## src/rtl/nexys4_disp_pkg.sv

```systemverilog
// Shared constants for the Nexys4 seven-segment display path.
// Glyph codes above 0x0F select non-hex symbols; all segment/anode values are active-low.
package nexys4_disp_pkg;

    localparam int NUM_DIGITS = 8;

    typedef logic [4:0] glyph_code_t;

    localparam glyph_code_t GLYPH_BLANK = 5'h10;
    localparam glyph_code_t GLYPH_MINUS = 5'h11;
    localparam glyph_code_t GLYPH_UNDER = 5'h12;
    localparam glyph_code_t GLYPH_DEG   = 5'h13;

    localparam logic [6:0] SEG_OFF = 7'h7F;
    localparam logic [7:0] AN_OFF  = 8'hFF;

endpackage

```

## src/rtl/seg_glyph_decode.sv

```systemverilog
// Combinational 5-bit glyph code to active-low segment pattern, ordered {g,f,e,d,c,b,a}.
// Codes 0x00-0x0F are hex digits (lowercase b and d); unassigned codes are blank.
module seg_glyph_decode
    import nexys4_disp_pkg::*;
(
    input  logic [4:0] code,
    output logic [6:0] seg
);

    always_comb begin
        seg = SEG_OFF;
        case (code)
            5'h00:       seg = 7'h40;
            5'h01:       seg = 7'h79;
            5'h02:       seg = 7'h24;
            5'h03:       seg = 7'h30;
            5'h04:       seg = 7'h19;
            5'h05:       seg = 7'h12;
            5'h06:       seg = 7'h02;
            5'h07:       seg = 7'h78;
            5'h08:       seg = 7'h00;
            5'h09:       seg = 7'h10;
            5'h0A:       seg = 7'h08;
            5'h0B:       seg = 7'h03;
            5'h0C:       seg = 7'h46;
            5'h0D:       seg = 7'h21;
            5'h0E:       seg = 7'h06;
            5'h0F:       seg = 7'h0E;
            GLYPH_MINUS: seg = 7'h3F;
            GLYPH_UNDER: seg = 7'h77;
            GLYPH_DEG:   seg = 7'h1C;
            default:     seg = SEG_OFF;
        endcase
    end

endmodule

```

## src/rtl/sevenseg_scan.sv

```systemverilog
// Eight-digit time-multiplexed seven-segment driver with once-per-frame shadow capture
// of the digit/dp registers and a one-cycle frame_tick after each frame wrap.
module sevenseg_scan
    import nexys4_disp_pkg::*;
#(
    parameter int SCAN_DIV     = 100000,
    parameter int BLANK_CYCLES = 1000
) (
    input  logic       sysclk,
    input  logic       sysreset,
    input  logic [7:0] dig0,
    input  logic [7:0] dig1,
    input  logic [7:0] dig2,
    input  logic [7:0] dig3,
    input  logic [7:0] dig4,
    input  logic [7:0] dig5,
    input  logic [7:0] dig6,
    input  logic [7:0] dig7,
    input  logic [7:0] dp_lo,
    input  logic [7:0] dp_hi,
    output logic [7:0] an,
    output logic [6:0] seg,
    output logic       dp,
    output logic       frame_tick
);

    localparam int                CNT_W     = $clog2(SCAN_DIV);
    localparam logic [CNT_W-1:0]  CNT_LAST  = CNT_W'(SCAN_DIV - 1);
    localparam logic [CNT_W:0]    BLANK_END = (CNT_W + 1)'(BLANK_CYCLES);

    logic [CNT_W-1:0]  cnt_reg, cnt_next;
    logic [2:0]        idx_reg, idx_next;
    glyph_code_t       shadow_dig_reg [NUM_DIGITS];
    logic [7:0]        shadow_dp_reg;
    logic [7:0]        an_reg;
    logic [6:0]        seg_reg;
    logic              dp_reg;
    logic              tick_reg;

    glyph_code_t       dig_in [NUM_DIGITS];
    logic [7:0]        dp_in;
    logic              last_slot;
    logic              wrap;
    logic              blanking;
    logic [6:0]        sel_seg;
    logic              unused_hi_bits;

    assign dig_in[0] = dig0[4:0];
    assign dig_in[1] = dig1[4:0];
    assign dig_in[2] = dig2[4:0];
    assign dig_in[3] = dig3[4:0];
    assign dig_in[4] = dig4[4:0];
    assign dig_in[5] = dig5[4:0];
    assign dig_in[6] = dig6[4:0];
    assign dig_in[7] = dig7[4:0];
    assign dp_in     = {dp_hi[3:0], dp_lo[3:0]};

    assign unused_hi_bits = ^{dig0[7:5], dig1[7:5], dig2[7:5], dig3[7:5],
                              dig4[7:5], dig5[7:5], dig6[7:5], dig7[7:5],
                              dp_lo[7:4], dp_hi[7:4]};

    always_comb begin
        last_slot = (cnt_reg == CNT_LAST);
        wrap      = last_slot && (idx_reg == 3'd7);
        cnt_next  = last_slot ? '0 : cnt_reg + 1'b1;
        idx_next  = last_slot ? idx_reg + 3'd1 : idx_reg;
        blanking  = ({1'b0, cnt_reg} < BLANK_END);
    end

    always_ff @(posedge sysclk or negedge sysreset) begin
        if (!sysreset) begin
            cnt_reg <= '0;
            idx_reg <= '0;
        end else begin
            cnt_reg <= cnt_next;
            idx_reg <= idx_next;
        end
    end

    // Shadow copy changes only at the frame wrap so firmware updates never tear mid-frame.
    always_ff @(posedge sysclk or negedge sysreset) begin
        if (!sysreset) begin
            for (int i = 0; i < NUM_DIGITS; i++) begin
                shadow_dig_reg[i] <= GLYPH_BLANK;
            end
            shadow_dp_reg <= '0;
        end else if (wrap) begin
            for (int i = 0; i < NUM_DIGITS; i++) begin
                shadow_dig_reg[i] <= dig_in[i];
            end
            shadow_dp_reg <= dp_in;
        end
    end

    seg_glyph_decode u_glyph (
        .code (shadow_dig_reg[idx_reg]),
        .seg  (sel_seg)
    );

    always_ff @(posedge sysclk or negedge sysreset) begin
        if (!sysreset) begin
            an_reg   <= AN_OFF;
            seg_reg  <= SEG_OFF;
            dp_reg   <= 1'b1;
            tick_reg <= 1'b0;
        end else begin
            an_reg   <= blanking ? AN_OFF  : ~(8'd1 << idx_reg);
            seg_reg  <= blanking ? SEG_OFF : sel_seg;
            dp_reg   <= blanking ? 1'b1    : ~shadow_dp_reg[idx_reg];
            tick_reg <= wrap;
        end
    end

    assign an         = an_reg;
    assign seg        = seg_reg;
    assign dp         = dp_reg;
    assign frame_tick = tick_reg;

endmodule
```

## config.mk

```make
export PLATFORM = sky130hd
export DESIGN_NAME = sevenseg_scan
export DESIGN_NICKNAME = d
export VERILOG_FILES = /design/src/rtl/nexys4_disp_pkg.sv /design/src/rtl/seg_glyph_decode.sv /design/src/rtl/sevenseg_scan.sv
export SDC_FILE = /design/constraint.sdc
export NUM_CORES = 1
export LEC_CHECK = 0
export CAP_MARGIN = 20
export CORE_UTILIZATION = 35
export CTS_CLUSTER_SIZE = 30
export DETAILED_ROUTE_END_ITERATION = 8
export GPL_TIMING_DRIVEN = 0
export PLACE_DENSITY = 0.7
export SYNTH_ARGS = -nofsm -noshare
export SYNTH_HDL_FRONTEND = slang
export SYNTH_HIERARCHICAL = 1
export SYNTH_SLANG_ARGS = --single-unit
```

## constraint.sdc

```tcl
create_clock -name sysclk -period 5.9 [get_ports sysclk]
set_input_delay 1.18 -clock sysclk [delete_from_list [all_inputs] [get_ports sysclk]]
set_output_delay 1.18 -clock sysclk [all_outputs]
set_load 0.01 [all_outputs]
```

==> key figures, run 1 <==
Setup path
  – Worst r2r src: idx_reg[0]
  – Critical path depth in cells: 9
  – Crit. Startpoint: idx_reg[0]
  – Crit path max fanout: 10
  – R2R depth: 9
  – Crit path to: seg[0]
  – Startpoint Class: flop
  – Critical path class: flop to flop
  – Crit path max-delay family: simple AND/OR/NAND/NOR gates
  – Worst endpoint required time: 6140 ps
  – Reg2reg setup slack: 2970 ps
  – Slowest cell on crit path: mux4_2
  – Crit end category: flop
  – FF-to-FF End: seg[0]
  – Crit path buf inv count: 1
  – Cell mode on critical path: nand2_1
  – Crit-path max cell delay: 550 ps
  – CP Cell Sequence: buf_2, mux4_2, nand2_1, nand2_1, ha_1, or3b_1, o221ai_1, a21oi_1, nand2b_1
  – Arr. time, crit path: about 3200 ps

Yosys
  – Post-Syn Instances: 318
  – Syn nets: about 420
  – Warnings from Yosys: 6
  – Mapped Area: 0.00419 mm2
  – Distinct cells, synth: 45
  – Synth Flop Type: dfrtp_1
  – Yosys top cell by area: dfrtp_1
  – Async SR Flop Fraction: 100%
  – Synth cell count leaders: 61 x dfrtp_1, 32 x nand2_1, 29 x mux2_2
  – Top cell type's share of synthesized area: 36.4%
  – Top-count cell post-synth: dfrtp_1
  – Largest cells by area after synthesis: dfrtp_1 36%, dfstp_2 15%, mux2_2 7.8%
  – Post-synth EDFFs: 0
  – Mean Syn Cell Area: 13.2 um2
  – Sequential area share after synthesis: 51.5%
  – Register bit total from synthesis: 85

Power and ir drop
  – Leakage Power: 2.26 nW
  – Max IR drop VDD: 0.126 mV
  – Pwr per Cell Area: between 200 and 250 mW/mm2
  – Power Internal: roughly 1 mW
  – Combinational Power Share: 7.9%
  – P_sw: ~0.30 mW
  – Reg power frac: 47.2%
  – Switching Fraction: a little under a quarter
  – Clock network fraction of total power: 44.9%

Floorplanning
  – Rows: 39
  – Die ar.: 0.0124 mm2
  – Die Wd: 111 um
  – Core region area: 0.0116 mm2
  – Initial Util: 36.2%
  – Die height: between 100 and 150 um
  – IO Count: slightly below 100

Global route
  – GRT Total Usage: 14.8%
  – Global-route wire length before repair: 14.5 mm
  – Initial antenna violation count: 0
  – Vias in the first global route: 2911
  – Global route total overflow: 0
  – Largest net degree at the start of global routing: 54

CTS
  – CTS tree: built
  – Post-CTS Setup Bufs: 0
  – Longest Clk Path Bufs: 2
  – TritonCTS Sinks: 85
  – CTS Hold Bufs: 0
  – Post-CTS sizing: 0
  – Worst-Skew Late Latency: 340 ps
  – Num CTS Buffers: 9
  – Clock Root Buffer: clkbuf_16
  – Clock slew at reported path FFs: 70 ps
  – H-tree levels: 3

Placement
  – Dpl hpwl: about 6.3 mm
  – Pre-CTS setup slack: 2950 ps
  – Gpl congestion: 0.825
  – I/O Buffers: 66
  – Placed Cells: 528

STA
  – Max transition margin: 55.7%
  – Fin worst setup slack: between 2000 and 3000 ps
  – Clock Skew: 11.1 ps
  – Tcrit/Tclk final: roughly half
  – Period minus WS final: 2930 ps
  – Final slew viol count: 0
  – TNS Setup: 0 ps
  – Final hold violation count: 0
  – Finish-stage setup viols: 0
  – Pin slew with the least headroom to its limit: 664 ps
  – Fmax: 342 MHz
  – RSZ-0062 raised after global routing: false

Drt
  – Highest Signal Layer: met4
  – Routed len/inst: about 16 um
  – M1 WL: 4.03 mm
  – DR DRC count: 8
  – Drt pass-1 iters: 6
  – Via/cell ratio: 4.95
  – Vias: 2693
  – First DRT Iteration DRCs: around 130
  – Antenna Nets Post-Route: 0
  – WL met3: 451 um
  – Post-Route WL: 8.58 mm
  – Met2 WL post-DR: 4.00 mm

Run status
  – Outcome: finished, violations left
  – Violated checks: DRC

Worst hold path
  – Hold Path Class: flop to flop

Cells and area
  – Fillers: 1055
  – Final core occ: 46.4%
  – # diodes: 0
  – Area growth, synth to finish: 28.0%
  – Share of cells above drive strength 1: between 30% and 40%
  – Nets@finish: 493
  – Max FFs per register: 40
  – Non-Filler Instances: 544

Run
  – Max-Cap Viols: 0
-- power by group through the flow --
stage          clock network (mW)  logic, mW  registers [mW]
2_1_floorplan                   0     0.0475           0.618
3_3_place_gp                    0     0.0980           0.620
3_5_place_dp                    0      0.104           0.621
4_1_cts                     0.593      0.104           0.611
5_1_grt                     0.621      0.112           0.612
6_report                    0.582      0.103           0.611
-- worst register-to-register path, stage by stage (launching register included) --
cell	delay [ps]
dfrtp_1	520
buf_2	420
mux4_2	550
nand2_1	80
nand2_1	210
ha_1	340
or3b_1	370
o221ai_1	90
a21oi_1	100
nand2b_1	150
-- area by class of cell --
| cell class | instances | area (um2) | share of cell area (%) |
|---|---|---|---|
| clock buffers | 9 | 225 | 4.20 |
| multi-input cells | 207 | 1880 | 35.0 |
| repair buffers | 67 | 686 | 12.8 |
| clock inverters | 7 | 82.6 | 1.54 |
| inverters | 8 | 30.0 | 0.560 |
| flip-flops and latches | 85 | 2160 | 40.2 |
| well taps | 143 | 179 | 3.34 |
| plain buffers | 18 | 125 | 2.33 |
-- cells by family (layout without fill, tap and decap cells) --
kind of cell,count (synthesis),after routing,synth area share [%]
compound gates,21,21,3.67
simple gates,92,92,11.4
buf+inv,26,109,3.70
fa+ha+maj,15,15,4.48
flops,85,85,51.5
xor+xnor,15,15,3.13
mux,64,64,22.1
-- stage by stage --
stage / hold WS (ps) / cell area [um2] / total power, mW
5_1_grt: 517 / 5360 / 1.35
4_1_cts: 510 / 5360 / 1.31
3_5_place_dp: 489 / 5060 / 0.725
3_3_place_gp: 485 / 5030 / 0.718
2_1_floorplan: 474 / 4190 / 0.665
6_report: 507 / 5360 / 1.30
-- layout by cell type, fill, tap and decap left out, drive strengths merged, types with 2 or more instances in the layout --
master,instances
clkdlybuf4s50,65
dfrtp,61
mux2,49
nand2,33
dfstp,24
buf,16
ha,15
nor2,13
clkbuf,13
mux4,12
nand2b,9
xnor2,9
inv,9
nand4,8
nand3,7
xor2,6
a21oi,5
nor3,4
o21ai,4
nor4,4
and4,3
or3,3
mux2i,3
a211oi,3
clkinv,3
clkinvlp,2
a2111oi,2
a31oi,2
o221ai,2
o311ai,2
-- layer usage --
layer | vias to the layer above | GRT usage (%)
met4 | 0 | 4.50
met3 | 13 | 4.52
met5 | - | 0
met2 | 76 | 23.6
met1 | 1314 | 19.4
li1 | 1290 | -
-- worst min-delay path by stage --
stage	start	end	slack, ps	cells past startpoint
after global placement	shadow_dp_reg[6]	shadow_dp_reg[6]	480	1
after CTS	shadow_dig_reg[3]	shadow_dig_reg[3]	510	1
after global routing	shadow_dig_reg[1]	shadow_dig_reg[1]	520	1
final	shadow_dig_reg[3]	shadow_dig_reg[3]	510	1
after detailed placement	shadow_dig_reg[0]	shadow_dig_reg[0]	490	1
after floorplan	shadow_dig_reg[5]	shadow_dig_reg[5]	470	1
No activity file was read; power rests on OpenSTA's default activity.
==> run 2, diff against run 1 <==
Clock period 5.9 ns to 3 ns, I/O delays scaled along.
==> key figures, run 2 (same netlist as run 1, synthesis figures left out) <==
Global route
  – Initial antenna violation count: 0 (unchanged)
  – Vias in the first global route: 2911 (unchanged)
  – Global route total overflow: 0 (unchanged)
  – Largest net degree at the start of global routing: 54 (unchanged)
  – GRT Total Usage: 14.8% (unchanged)
  – Global-route wire length before repair: 14.5 mm (unchanged)

Cells and area
  – Non-Filler Instances: 544 (unchanged)
  – Commonest non-fill, non-tap cell in the layout: clkdlybuf4s50_1
  – Max FFs per register: 40 (unchanged)
  – Share of cells above drive strength 1: 30.4% (+0.25 points)
  – # diodes: 0 (unchanged)
  – Area growth, synth to finish: 28.1% (about the same)
  – Register area: 0.00216 mm2 (unchanged)
  – Fillers: 1053 (-0.19%)
  – Most frequent cells in the layout: 65 x clkdlybuf4s50_1, 61 x dfrtp_1, 32 x nand2_1, 29 x mux2_2, 24 x dfstp_2
  – Nets@finish: 493 (unchanged)
  – Fin area: 0.00537 mm2 (about the same)
  – Multi-input combinational cell area: 0.00188 mm2 (unchanged)

Run status
  – Outcome: finished, violations left
  – Violated checks: DRC

Drt
  – Antenna Nets Post-Route: 0 (unchanged)
  – Drt pass-1 iters: 6 (unchanged)
  – Vias: 2694 (+0.037%)
  – Routed len/inst: 15.8 um (+0.22%)
  – First DRT Iteration DRCs: 126 (unchanged)
  – Via/cell ratio: 4.95 (about the same)
  – Post-Route WL: 8.60 mm (+0.22%)
  – DR DRC count: 8 (unchanged)

STA
  – RSZ-0062 raised after global routing: false
  – Tcrit/Tclk final: 93.6% (+44 points)
  – Final hold violation count: 0 (unchanged)
  – Fin worst setup slack: 191 ps (-2780 ps)
  – Period minus WS final: 2810 ps (-116 ps)
  – Fmax: 356 MHz (+4.1%)
  – TNS Setup: 0 ps (unchanged)
  – Clock Skew: 11.1 ps (-0.000200 ps)
  – Finish-stage setup viols: 0 (unchanged)
  – Pin slew with the least headroom to its limit: 590 ps (-74.3 ps)
  – Final slew viol count: 0 (unchanged)
  – Max transition margin: 60.0% (+4.3 points)

Floorplanning
  – Die Wd: 111 um (unchanged)
  – Die height: 111 um (unchanged)
  – IO Count: 99 (unchanged)
  – Initial Util: 36.2% (unchanged)
  – Core region area: 0.0116 mm2 (unchanged)
  – Die ar.: 0.0124 mm2 (unchanged)
  – Rows: 39 (unchanged)

CTS
  – Clock slew at reported path FFs: 70 ps (about the same)
  – Post-CTS Setup Bufs: 0 (unchanged)
  – Post-CTS sizing: 0 (unchanged)
  – CTS Hold Bufs: 0 (unchanged)
  – H-tree levels: 3 (unchanged)
  – Num CTS Buffers: 9 (unchanged)
  – Longest Clk Path Bufs: 2 (unchanged)
  – Worst-Skew Late Latency: 340 ps (about the same)
  – CTS tree: built
  – TritonCTS Sinks: 85 (unchanged)
  – Clock Root Buffer: clkbuf_16

Placement
  – I/O Buffers: 66 (unchanged)
  – Area after DPL: 0.00506 mm2 (unchanged)
  – Gpl congestion: 0.825 (unchanged)
  – Pre-CTS setup slack: 49.9 ps (-2900 ps)
  – Placed Cells: 528 (unchanged)
  – Dpl hpwl: 6.29 mm (unchanged)

Setup path
  – Worst r2r src: idx_reg[0]
  – Reg2reg setup slack: 190 ps (-2780 ps)
  – FF-to-FF End: seg[0]
  – Arr. time, crit path: 3050 ps (-120 ps)
  – R2R depth: 9 (unchanged)
  – Crit. Startpoint: idx_reg[0]
  – Worst endpoint required time: 3240 ps (-2900 ps)
  – Startpoint Class: flop
  – Critical path class: flop to flop
  – Crit path max fanout: 10 (unchanged)
  – Crit path to: seg[0]
  – Crit end category: flop

Power and ir drop
  – Reg power frac: 47.2% (about the same)
  – P_sw: 0.581 mW (+97%)
  – Clock network fraction of total power: 44.9% (about the same)
  – Pwr per Cell Area: 475 mW/mm2 (+97%)
  – Leakage Power: 2.27 nW (+0.15%)
  – Max IR drop VDD: 0.249 mV (+97%)
  – Power Internal: 1.97 mW (+97%)
  – Combinational Power Share: 7.9% (about the same)
  – Switching Fraction: 22.8% (about the same)

Worst hold path
  – Hold Path Class: input port to async pin

Run
  – Max-Cap Viols: 0 (unchanged)
run 2: layout make-up:
cell class                 count  area share (%)
multi-input combinational    207            35.0
timing repair buffer          67            12.8
buffer                        18            2.40
inverter                       8           0.559
tap                          143            3.33
clock buffer                   9            4.20
clock inverter                 7            1.54
sequential                    85            40.2
run 2: worst min path at each step:
stage / to / cells past startpoint / slack, ps / from
after floorplan: cnt_reg[0] / 0 / 300 / sysreset
after global placement: shadow_dp_reg[6] / 1 / 480 / shadow_dp_reg[6]
after detailed placement: shadow_dig_reg[0] / 1 / 490 / shadow_dig_reg[0]
after CTS: cnt_reg[11] / 1 / 210 / sysreset
after global routing: cnt_reg[12] / 1 / 230 / sysreset
final: cnt_reg[12] / 1 / 200 / sysreset
run 2: critical path: stages, from the launching register on:
cell and delay, ps:
dfrtp_1 520, buf_4 310, mux4_2 520, nand2_1 80, nand2_1 210, ha_1 340
or3b_1 370, o221ai_1 90, a21oi_1 100, nand2b_1 150
run 2: power groups by stage:
stage / registers, mW / clock network [mW] / logic (mW)
6_report: 1.20 / 1.14 / 0.202
5_1_grt: 1.20 / 1.22 / 0.220
4_1_cts: 1.20 / 1.17 / 0.205
3_5_place_dp: 1.22 / 0 / 0.204
3_3_place_gp: 1.22 / 0 / 0.193
2_1_floorplan: 1.21 / 0 / 0.0934
run 2: routing by layer:
layer	share of wire, %	track usage, %	vias up
li1	-	-	1288
met1	47	19.4	1317
met2	46	23.6	73
met3	5.0	4.52	16
met4	1.3	4.50	0
met5	0	0	-
run 2: metrics by stage:
step / utilization (%) / hold WS [ps] / total power, mW
2_1_floorplan: - / 304 / 1.31
4_1_cts: 46.4 / 215 / 2.57
5_1_grt: 46.4 / 230 / 2.65
3_3_place_gp: 43.5 / 485 / 1.41
3_5_place_dp: 43.7 / 489 / 1.43
6_report: 46.4 / 202 / 2.55
